## config.mk

```make
export PLATFORM = sky130hd
export DESIGN_NAME = camera_capture_flat
export DESIGN_NICKNAME = d
export VERILOG_FILES = /design/src/rtl/camera_capture_pkg.sv /design/src/rtl/camera_capture_if.sv /design/src/rtl/camera_capture_rgb565_to_rgb332.sv /design/src/rtl/camera_capture.sv /design/src/flat_wrapper.sv
export SDC_FILE = /design/constraint.sdc
export NUM_CORES = 1
export LEC_CHECK = 0
export ABC_AREA = 1
export ABC_CLOCK_PERIOD_IN_PS = 2880
export CAP_MARGIN = 20
export CELL_PAD_IN_SITES_DETAIL_PLACEMENT = 0
export CELL_PAD_IN_SITES_GLOBAL_PLACEMENT = 1
export CORE_MARGIN = 2
export CORE_UTILIZATION = 38
export DETAILED_ROUTE_END_ITERATION = 10
export PLACE_DENSITY_LB_ADDON = 0.2
export SYNTH_ARGS = -nofsm -noshare
export SYNTH_HDL_FRONTEND = slang
export SYNTH_SLANG_ARGS = --single-unit
```

## constraint.sdc

```tcl
create_clock -name CLK -period 2.88 [get_ports CLK]
set_input_delay 0.288 -clock CLK [delete_from_list [all_inputs] [get_ports CLK]]
set_output_delay 0.288 -clock CLK [all_outputs]
set_load 0.05 [all_outputs]
```

## src/rtl/camera_capture_pkg.sv

```systemverilog
// Shared constants for the camera capture path and the downstream colour classifier.
// Frame geometry, frame-buffer address width, capture FSM encoding and the RGB332
// field layout live here so both ends of the frame buffer agree on them.
package camera_capture_pkg;

    localparam int SCREEN_WIDTH  = 176;
    localparam int SCREEN_HEIGHT = 144;
    localparam int ADDR_W        = 15;
    localparam int MAX_ADDR      = SCREEN_WIDTH * SCREEN_HEIGHT - 1;

    // Counter widths: x must reach SCREEN_WIDTH and y must reach SCREEN_HEIGHT,
    // because both counters saturate one past the last written position.
    localparam int X_W = 8;
    localparam int Y_W = 8;

    // RGB332 layout {R[2:0], G[2:0], B[1:0]}; 0xFF is bright white.
    localparam int R_HI = 7;
    localparam int R_LO = 5;
    localparam int G_HI = 4;
    localparam int G_LO = 2;
    localparam int B_HI = 1;
    localparam int B_LO = 0;

    typedef enum logic [1:0] {
        ST_VBLANK    = 2'd0,
        ST_WAIT_LINE = 2'd1,
        ST_HI        = 2'd2,
        ST_LO        = 2'd3
    } cap_state_t;

    // Linear frame-buffer address y*SCREEN_WIDTH + x, computed in ADDR_W bits.
    function automatic logic [ADDR_W-1:0] pixel_addr(input logic [X_W-1:0] x,
                                                     input logic [Y_W-1:0] y);
        return ADDR_W'(y) * ADDR_W'(SCREEN_WIDTH) + ADDR_W'(x);
    endfunction

endpackage

```

## src/rtl/camera_capture_if.sv

```systemverilog
// Camera byte stream in, frame-buffer write port and status flags out.
// slave  : the capture block (samples CAM_*, drives the write port and flags)
// master : the camera / test side (drives CAM_*, observes the write port)
interface camera_capture_if;
    import camera_capture_pkg::*;

    logic              CAM_VSYNC;
    logic              CAM_HREF;
    logic [7:0]        CAM_DATA;
    logic              W_EN;
    logic [ADDR_W-1:0] WRITE_ADDRESS;
    logic [7:0]        PIXEL_OUT;
    logic              FRAME_DONE;
    logic              LINE_SHORT;
    logic              ODD_BYTE;

    modport master (
        output CAM_VSYNC, CAM_HREF, CAM_DATA,
        input  W_EN, WRITE_ADDRESS, PIXEL_OUT, FRAME_DONE, LINE_SHORT, ODD_BYTE
    );

    modport slave (
        input  CAM_VSYNC, CAM_HREF, CAM_DATA,
        output W_EN, WRITE_ADDRESS, PIXEL_OUT, FRAME_DONE, LINE_SHORT, ODD_BYTE
    );

endinterface

```

## src/rtl/camera_capture_rgb565_to_rgb332.sv

```systemverilog
// Packs one RGB565 pixel, received as two camera bytes, into RGB332.
//   hi    : first byte  = R[4:0] G[5:3]
//   lo    : second byte = G[2:0] B[4:0]
//   pixel : {R[4:2], G[5:3], B[4:3]} -- the top bits of each channel
module rgb565_to_rgb332
    import camera_capture_pkg::*;
(
    input  logic [7:0] hi,
    input  logic [7:0] lo,
    output logic [7:0] pixel
);

    always_comb begin
        pixel             = '0;
        pixel[R_HI:R_LO]  = hi[7:5];
        pixel[G_HI:G_LO]  = hi[2:0];
        pixel[B_HI:B_LO]  = lo[4:3];
    end

endmodule

```

## src/rtl/camera_capture.sv

```systemverilog
// OV7670 capture: deserialises the RGB565 byte stream (two bytes per pixel, sampled
// on PCLK) into RGB332 pixels and writes them into the 176x144 frame buffer.
//   CLK   : camera pixel clock, the only clock
//   RESET : asynchronous, active-high
//   bus   : camera inputs (CAM_VSYNC/HREF/DATA) and the registered write port
//           (W_EN, WRITE_ADDRESS, PIXEL_OUT) plus FRAME_DONE / LINE_SHORT / ODD_BYTE
// All outputs are registered; a pixel appears one cycle after its low byte.
module camera_capture
    import camera_capture_pkg::*;
(
    input  logic             CLK,
    input  logic             RESET,
    camera_capture_if.slave  bus
);

    cap_state_t        state, state_n;
    logic [X_W-1:0]    x, x_n;
    logic [Y_W-1:0]    y, y_n;
    logic [7:0]        hi_byte, hi_n;
    logic              w_en, w_en_n;
    logic [ADDR_W-1:0] addr, addr_n;
    logic [7:0]        pix, pix_n;
    logic              done, done_n;
    logic              line_short, short_n;
    logic              odd_byte, odd_n;
    logic              eol;
    logic [7:0]        pix_packed;

    rgb565_to_rgb332 u_pack (
        .hi    (hi_byte),
        .lo    (bus.CAM_DATA),
        .pixel (pix_packed)
    );

    always_ff @(posedge CLK or posedge RESET) begin
        if (RESET) begin
            state      <= ST_VBLANK;
            x          <= '0;
            y          <= '0;
            hi_byte    <= '0;
            w_en       <= 1'b0;
            addr       <= '0;
            pix        <= '0;
            done       <= 1'b0;
            line_short <= 1'b0;
            odd_byte   <= 1'b0;
        end else begin
            state      <= state_n;
            x          <= x_n;
            y          <= y_n;
            hi_byte    <= hi_n;
            w_en       <= w_en_n;
            addr       <= addr_n;
            pix        <= pix_n;
            done       <= done_n;
            line_short <= short_n;
            odd_byte   <= odd_n;
        end
    end

    always_comb begin
        state_n = state;
        x_n     = x;
        y_n     = y;
        hi_n    = hi_byte;
        w_en_n  = 1'b0;
        addr_n  = addr;
        pix_n   = pix;
        done_n  = 1'b0;
        eol     = 1'b0;
        // Flags survive the VSYNC entry edge so they are still visible alongside the
        // FRAME_DONE pulse; they clear on the first edge spent in VBLANK.
        short_n = (state == ST_VBLANK) ? 1'b0 : line_short;
        odd_n   = (state == ST_VBLANK) ? 1'b0 : odd_byte;

        if (bus.CAM_VSYNC) begin
            // VSYNC overrides HREF: any byte in this cycle is ignored.
            state_n = ST_VBLANK;
            x_n     = '0;
            y_n     = '0;
            if (state != ST_VBLANK && y != '0)
                done_n = 1'b1;
        end else begin
            case (state)
                ST_VBLANK: state_n = ST_WAIT_LINE;
                ST_WAIT_LINE: begin
                    if (bus.CAM_HREF) begin
                        hi_n    = bus.CAM_DATA;
                        state_n = ST_LO;
                    end
                end
                ST_HI: begin
                    if (bus.CAM_HREF) begin
                        hi_n    = bus.CAM_DATA;
                        state_n = ST_LO;
                    end else begin
                        eol = 1'b1;
                    end
                end
                ST_LO: begin
                    if (bus.CAM_HREF) begin
                        if (x < X_W'(SCREEN_WIDTH) && y < Y_W'(SCREEN_HEIGHT)) begin
                            w_en_n = 1'b1;
                            addr_n = pixel_addr(x, y);
                            pix_n  = pix_packed;
                        end
                        if (x < X_W'(SCREEN_WIDTH))
                            x_n = x + X_W'(1);
                        state_n = ST_HI;
                    end else begin
                        // Line ended between the two bytes: the half pixel is dropped.
                        eol   = 1'b1;
                        odd_n = 1'b1;
                    end
                end
                default: state_n = ST_VBLANK;
            endcase

            if (eol) begin
                if (x < X_W'(SCREEN_WIDTH))
                    short_n = 1'b1;
                // An empty line (no complete pixel) does not consume a row.
                if (x != '0 && y < Y_W'(SCREEN_HEIGHT))
                    y_n = y + Y_W'(1);
                x_n     = '0;
                state_n = ST_WAIT_LINE;
            end
        end
    end

    assign bus.W_EN          = w_en;
    assign bus.WRITE_ADDRESS = addr;
    assign bus.PIXEL_OUT     = pix;
    assign bus.FRAME_DONE    = done;
    assign bus.LINE_SHORT    = line_short;
    assign bus.ODD_BYTE      = odd_byte;

endmodule

```

## src/flat_wrapper.sv

```systemverilog
// flat-port wrapper written by rule: the top's interface ports become plain ports
module camera_capture_flat import camera_capture_pkg::*;
  (CLK, RESET, bus_CAM_VSYNC, bus_CAM_HREF, bus_CAM_DATA, bus_W_EN, bus_WRITE_ADDRESS, bus_PIXEL_OUT, bus_FRAME_DONE, bus_LINE_SHORT, bus_ODD_BYTE);
  camera_capture_if bus_i ();
  input  logic CLK;
  input  logic RESET;
  input wire logic [$bits(bus_i.CAM_VSYNC)-1:0] bus_CAM_VSYNC;
  input wire logic [$bits(bus_i.CAM_HREF)-1:0] bus_CAM_HREF;
  input wire logic [$bits(bus_i.CAM_DATA)-1:0] bus_CAM_DATA;
  output wire logic [$bits(bus_i.W_EN)-1:0] bus_W_EN;
  output wire logic [$bits(bus_i.WRITE_ADDRESS)-1:0] bus_WRITE_ADDRESS;
  output wire logic [$bits(bus_i.PIXEL_OUT)-1:0] bus_PIXEL_OUT;
  output wire logic [$bits(bus_i.FRAME_DONE)-1:0] bus_FRAME_DONE;
  output wire logic [$bits(bus_i.LINE_SHORT)-1:0] bus_LINE_SHORT;
  output wire logic [$bits(bus_i.ODD_BYTE)-1:0] bus_ODD_BYTE;
  assign bus_i.CAM_VSYNC = bus_CAM_VSYNC;
  assign bus_i.CAM_HREF = bus_CAM_HREF;
  assign bus_i.CAM_DATA = bus_CAM_DATA;
  assign bus_W_EN = bus_i.W_EN;
  assign bus_WRITE_ADDRESS = bus_i.WRITE_ADDRESS;
  assign bus_PIXEL_OUT = bus_i.PIXEL_OUT;
  assign bus_FRAME_DONE = bus_i.FRAME_DONE;
  assign bus_LINE_SHORT = bus_i.LINE_SHORT;
  assign bus_ODD_BYTE = bus_i.ODD_BYTE;
  camera_capture u_core (.CLK(CLK), .RESET(RESET), .bus(bus_i));
endmodule
```

# After elaboration in Yosys (flattened, before gate mapping)

Cells that the tools add are included.

Bits of input ports: 12
Output and inout port bits: 27
Register bits: 53
Logic and storage cells: 71

Eq/ne operators: 5
Add/subtract/negate cells: 3
Magnitude comparators: 2
Bitwise operators: 1
Mux-type cells: 30
Multipliers: 1
Reductions and logical operators: 19

Operators with widths:

| kind                   | number |
|---|---|
| $mux W8                | 8 |
| $mux W1                | 17 |
| $add A8 B1 Y8 const B  | 2 |
| $lt A8 B8 Y1 const B   | 2 |
| $reduce_bool A8 Y1     | 2 |
| $add A15 B8 Y15        | 1 |
| $mul A8 B4 Y11 const B | 1 |
| $reduce_bool A3 Y1     | 3 |
| $mux W2                | 4 |
| $pmux W2 S3            | 1 |
| $reduce_and A3 Y1      | 2 |
| $reduce_bool A2 Y1     | 3 |
| $eq A2 B2 Y1 const B   | 2 |
| $ne A4 B1 Y1 const B   | 1 |
| $ne A4 B3 Y1 const B   | 1 |
| $reduce_and A2 Y1      | 2 |
| $reduce_and A4 Y1      | 1 |
| $reduce_or A2 Y1       | 2 |
| $logic_and A1 B1 Y1    | 3 |
| $eq A2 B1 Y1 const B   | 1 |
| $logic_not A2 Y1       | 1 |
| $not A1 Y1             | 1 |

# Logic depth before layout (Yosys ltp)

Depth after elaboration: 6
Mapped depth: 16
Depth with buffers taken out: 16

# Hierarchy

A second synthesis with hierarchy kept.

Cells, all modules: 406
Area total of the unflattened synthesis: 3344.5 um^2

By module, submodules not included:

| module           | cells an instance | sequential area each (um^2) | area each (um^2) | instances |
|---|---|---|---|---|
| camera_capture   | 398               | 1326.3                      | 3284.4           | 1 |
| rgb565_to_rgb332 | 8                 | 0.0                         | 60.1             | 1 |

# Least setup slack after synthesis

No wires, ideal clock.

Kind: flip-flop to flip-flop
Start point: register u_core.y[2]
End point: register u_core.addr[14] (netlist: u_core.bus.WRITE_ADDRESS[14])
Path slack: 145 ps
Stages on the path, launching flop included: 16
Path buffers: 0
Data required time: 2762 ps
Period minus slack after synthesis: 2735 ps
Data arrival time: 2618 ps
Setup time: 118 ps
Path through: dfrtp_1 -> ha_1 -> ha_1 -> inv_1 -> fa_1 -> inv_1 -> ha_1 -> nand2_1 -> nor2_2 -> nor2_1 -> nor2_4 -> nand3_4 -> nor2_4 -> nand3_1 -> nand3_1 -> nand2_1

Cells in the longest elaborated chain, start to end: 3
Elaborated cells between the ends (all ways): 5
Classes of those cells: 1 x add/sub; 1 x mul; 1 x order compare; 2 x reduce/logical

RTL lines:

| what                                                    | line                 | source |
|---|---|---|
| start: declaration                                      | camera_capture.sv:18 | `logic [Y_W-1:0] y, y_n;` |
| start signal: assignment                                | camera_capture.sv:50 | `y <= y_n;` |
| branches (longest 3 deep; another with $add A15 B8 Y15) | -                    |  |
| end signal: assignment                                  | camera_capture.sv:53 | `addr <= addr_n;` |
| end: declaration                                        | camera_capture.sv:21 | `logic [ADDR_W-1:0] addr, addr_n;` |

Several ways; the timed one is not identified.
A chain may end at the register's enable or synchronous reset.

# Worst setup path after layout

Same ends and word-level chain as after synthesis.

==> flow_summary.json <==
{
  "multi_input_area_um2": 1848,
  "yosysSeqAreaShare_pct": 38.55,
  "place_congestion": 0.7778,
  "initial_core_util_pct": 38.53,
  "route.met2.wl_um": 3374,
  "max_freq_mhz": 350.7,
  "worst-setup-path-type": "flop to flop",
  "cts-root-buf": "clkbuf_8",
  "avgViaCountPerCell": 4.771,
  "ir_worst_vdd_mv": 0.2216,
  "clockBufferDepth": 2,
  "grt_overflow": 0,
  "synth_simple_gate_area_share_pct": 27.25,
  "synthMuxAreaShare_pct": 2.041,
  "cp-end-kind": "flop",
  "rsz0062_at_grt": "yes",
  "drtAntennaViolNets": 0,
  "setup_viol": 0,
  "async_flop_share_pct": 100.0,
  "grt_max_degree": 27,
  "coreArea_um2": 8593,
  "p_leak_uw": 0.002023,
  "ys_ff_latch": 51,
  "fin_skew_ps": 11.21,
  "min_path_type": "primary input to asynchronous set/reset pin",
  "fin_crit_ps": 2851,
  "maxSlewViolCount": 0,
  "fill_cells": 879,
  "die-area_um2": 9475,
  "cts_tree": "built",
  "path_clk_slew_ps": 100,
  "yosysUniqueCellTypes": 37,
  "synth_top_family_by_area": "simple AND/OR/NAND/NOR gates",
  "n_antenna_cell": 0,
  "synthFlopType": "dfrtp_1",
  "cp_data_arrival_time_ps": 3100,
  "cts_hold_buf": 0,
  "synth_common_cells": "nand2_1 (102), inv_1 (58), dfrtp_1 (51)",
  "drc": 0,
  "min_period_over_period_pct": 99.01,
  "synth_area_per_cell_um2": 8.236,
  "synth_top_area_cell": "dfrtp_1",
  "cts_buffers": 5,
  "synthTopCellsByArea": "dfrtp_1 (39%), nand2_1 (12%), ha_1 (11%), inv_1 (6.6%), nand3_1 (4.4%)",
  "wl_met3_um": 236,
  "synth_nets": 450,
  "io_pins": 39,
  "grt_pass1_vias": 2563,
  "yosys.area.top_type_share_pct": 38.55,
  "area_growth_pct": 24.64,
  "required_ps": 3120,
  "top_layer_used": "met4",
  "yosysMostFrequentCell": "nand2_1",
  "grtUsageTotal_pct": 15.29,
  "tns_ps": 0,
  "yosys_warnings": 0,
  "antenna_found_initial": 0,
  "num_vias": 2691,
  "cp-start-kind": "flop",
  "grt_pass1_wl_um": 11960,
  "synth-compound-area-share_pct": 7.634,
  "rows": 34,
  "p_total_uw": 2144,
  "m1WireLength_um": 3299,
  "dr.pass1.iters": 4,
  "final_util_pct": 48.02,
  "seq_area_um2": 1279,
  "drive_gt1_share_pct": 15.35,
  "initialDrtViolationCount": 54,
  "die_y_um": 97.34,
  "yosys.area_share.adder_pct": 14.97,
  "clk_latency_ps": 310,
  "hold_violations": 0,
  "slew_headroom_pct": 63.82,
  "tightest_slew_ps": 541.9,
  "status": "complete, no violations",
  "max_cap_violations": 0,
  "fin_nets": 503,
  "wirelength_um": 7003,
  "die_width_um": 97.34,
  "netlist_area_um2": 3311,
  "cp_max_fo": 4,
  "synth_edf_count": 0,
  "dp_hpwl_um": 5356,
  "cts.sinks": 51,
  "power.density_nw_per_um2": 519.5,
  "yosys.area_share.xor_xnor_pct": 1.058,
  "synth_cells": 402,
  "htree_levels": 2,
  "port_buffers": 38,
  "routedWlPerCell_um": 12.42
}
[report_power, final]
group | switching, µW | internal [µW] | total, µW
clock network | 237 | 347 | 584
logic | 421 | 233 | 655
registers | 67.6 | 838 | 905
total | 725 | 1420 | 2140
[worst max-delay path, cell delays in order, from the launching register on]
cell,delay [ps]
dfrtp_1,410
buf_6,140
ha_4,280
ha_4,140
inv_1,60
fa_1,540
inv_2,50
ha_4,280
nand2_4,50
nor2_4,140
nor2_4,60
nor2_4,140
nand3_4,90
nor2_4,150
nand2_1,60
nand2_1,90
nand3_2,70
nand2_1,70
[final cells by class]
class / count / area share [%]
Clock buffer: 6 / 1.759
Inverter: 64 / 5.882
Timing Repair Buffer: 51 / 11.86
Multi-Input combinational cell: 282 / 44.78
Sequential cell: 51 / 30.99
Clock inverter: 2 / 1.455
Tap cell: 108 / 3.275
[layout by cell type (no fill, tap or decap), types with 2 or more instances in the layout]
cell type,instances
nand2_1,101
inv_1,55
dfrtp_1,49
clkdlybuf4s50_1,38
nand3_1,27
o21ai_0,27
ha_1,24
nor2_1,21
a21oi_1,13
buf_4,10
nand2_2,9
inv_2,6
mux2_2,6
nor2_4,6
fa_1,6
nor3_1,5
nand3_2,5
ha_4,5
clkbuf_8,5
nand2_4,4
nand4_1,4
xor2_1,3
buf_6,3
clkinv_1,2
a32o_1,2
nor4_1,2
bufinv_16,2
dfrtp_2,2
[what timing repair did]
action                     in CTS  in global routing
buffers inserted                0                  5
setup endpoints to repair       0                  2
gates resized for setup         0                 21
[sequential cells by signal, indices dropped and copies added, names as in the netlist]
| signal | flops |
|---|---|
| u_core.hi_byte | 6 |
| u_core.bus.W_EN | 1 |
| u_core.state | 2 |
| u_core.bus.LINE_SHORT | 1 |
| u_core.y | 8 |
| u_core.bus.PIXEL_OUT | 8 |
| u_core.x | 8 |
| u_core.bus.FRAME_DONE | 1 |
| u_core.bus.WRITE_ADDRESS | 15 |
| u_core.bus.ODD_BYTE | 1 |
[metrics by stage]
| stage | instances | instance area, µm² | hold slack (ps) | setup slack [ps] |
|---|---|---|---|---|
| 6_report | 564 | 4126 | 339.5 | 28.65 |
| 5_1_grt | 564 | 4126 | 397.3 | -117.4 |
| 4_1_cts | 559 | 3980 | 359.1 | 36.59 |
| 3_5_place_dp | 551 | 3847 | 450.7 | 63.04 |
| 3_3_place_gp | 551 | 3847 | 443.3 | 109.3 |
| 2_1_floorplan | 402 | 3311 | 361.4 | 144.6 |
[per-layer routing]
| layer | track usage, % | up-vias |
|---|---|---|
| met5 | 0 | - |
| met4 | 4.167 | 0 |
| met3 | 2.662 | 9 |
| met2 | 25.37 | 44 |
| met1 | 20.72 | 1242 |
| li1 | - | 1396 |
[final timing paths]
kind / start / endpoint / slack [ps] / depth (start not counted)
min in group CLK: u_core.hi_byte[6] / u_core.bus.PIXEL_OUT[6] / 460 / 2
setup reg to reg: u_core.y[2] / u_core.bus.WRITE_ADDRESS[14] / 30 / 17
max in group asynchronous: RESET / u_core.y[3] / 1930 / 3
hold / removal: RESET / u_core.bus.PIXEL_OUT[6] / 340 / 2
setup / recovery: u_core.y[2] / u_core.bus.WRITE_ADDRESS[14] / 30 / 17
hold reg to reg: u_core.hi_byte[6] / u_core.bus.PIXEL_OUT[6] / 460 / 2
[cell families after synthesis]
| logic type | count (synthesis) |
|---|---|
| AO/OA/AOI/OAI | 46 |
| XOR/XNOR | 4 |
| adder cells (fa/ha/maj) | 36 |
| buffers and inverters | 69 |
| flip-flops | 51 |
| multiplexers | 6 |
| AND/OR/NAND/NOR | 190 |
No activity file was read; power rests on OpenSTA's default activity.
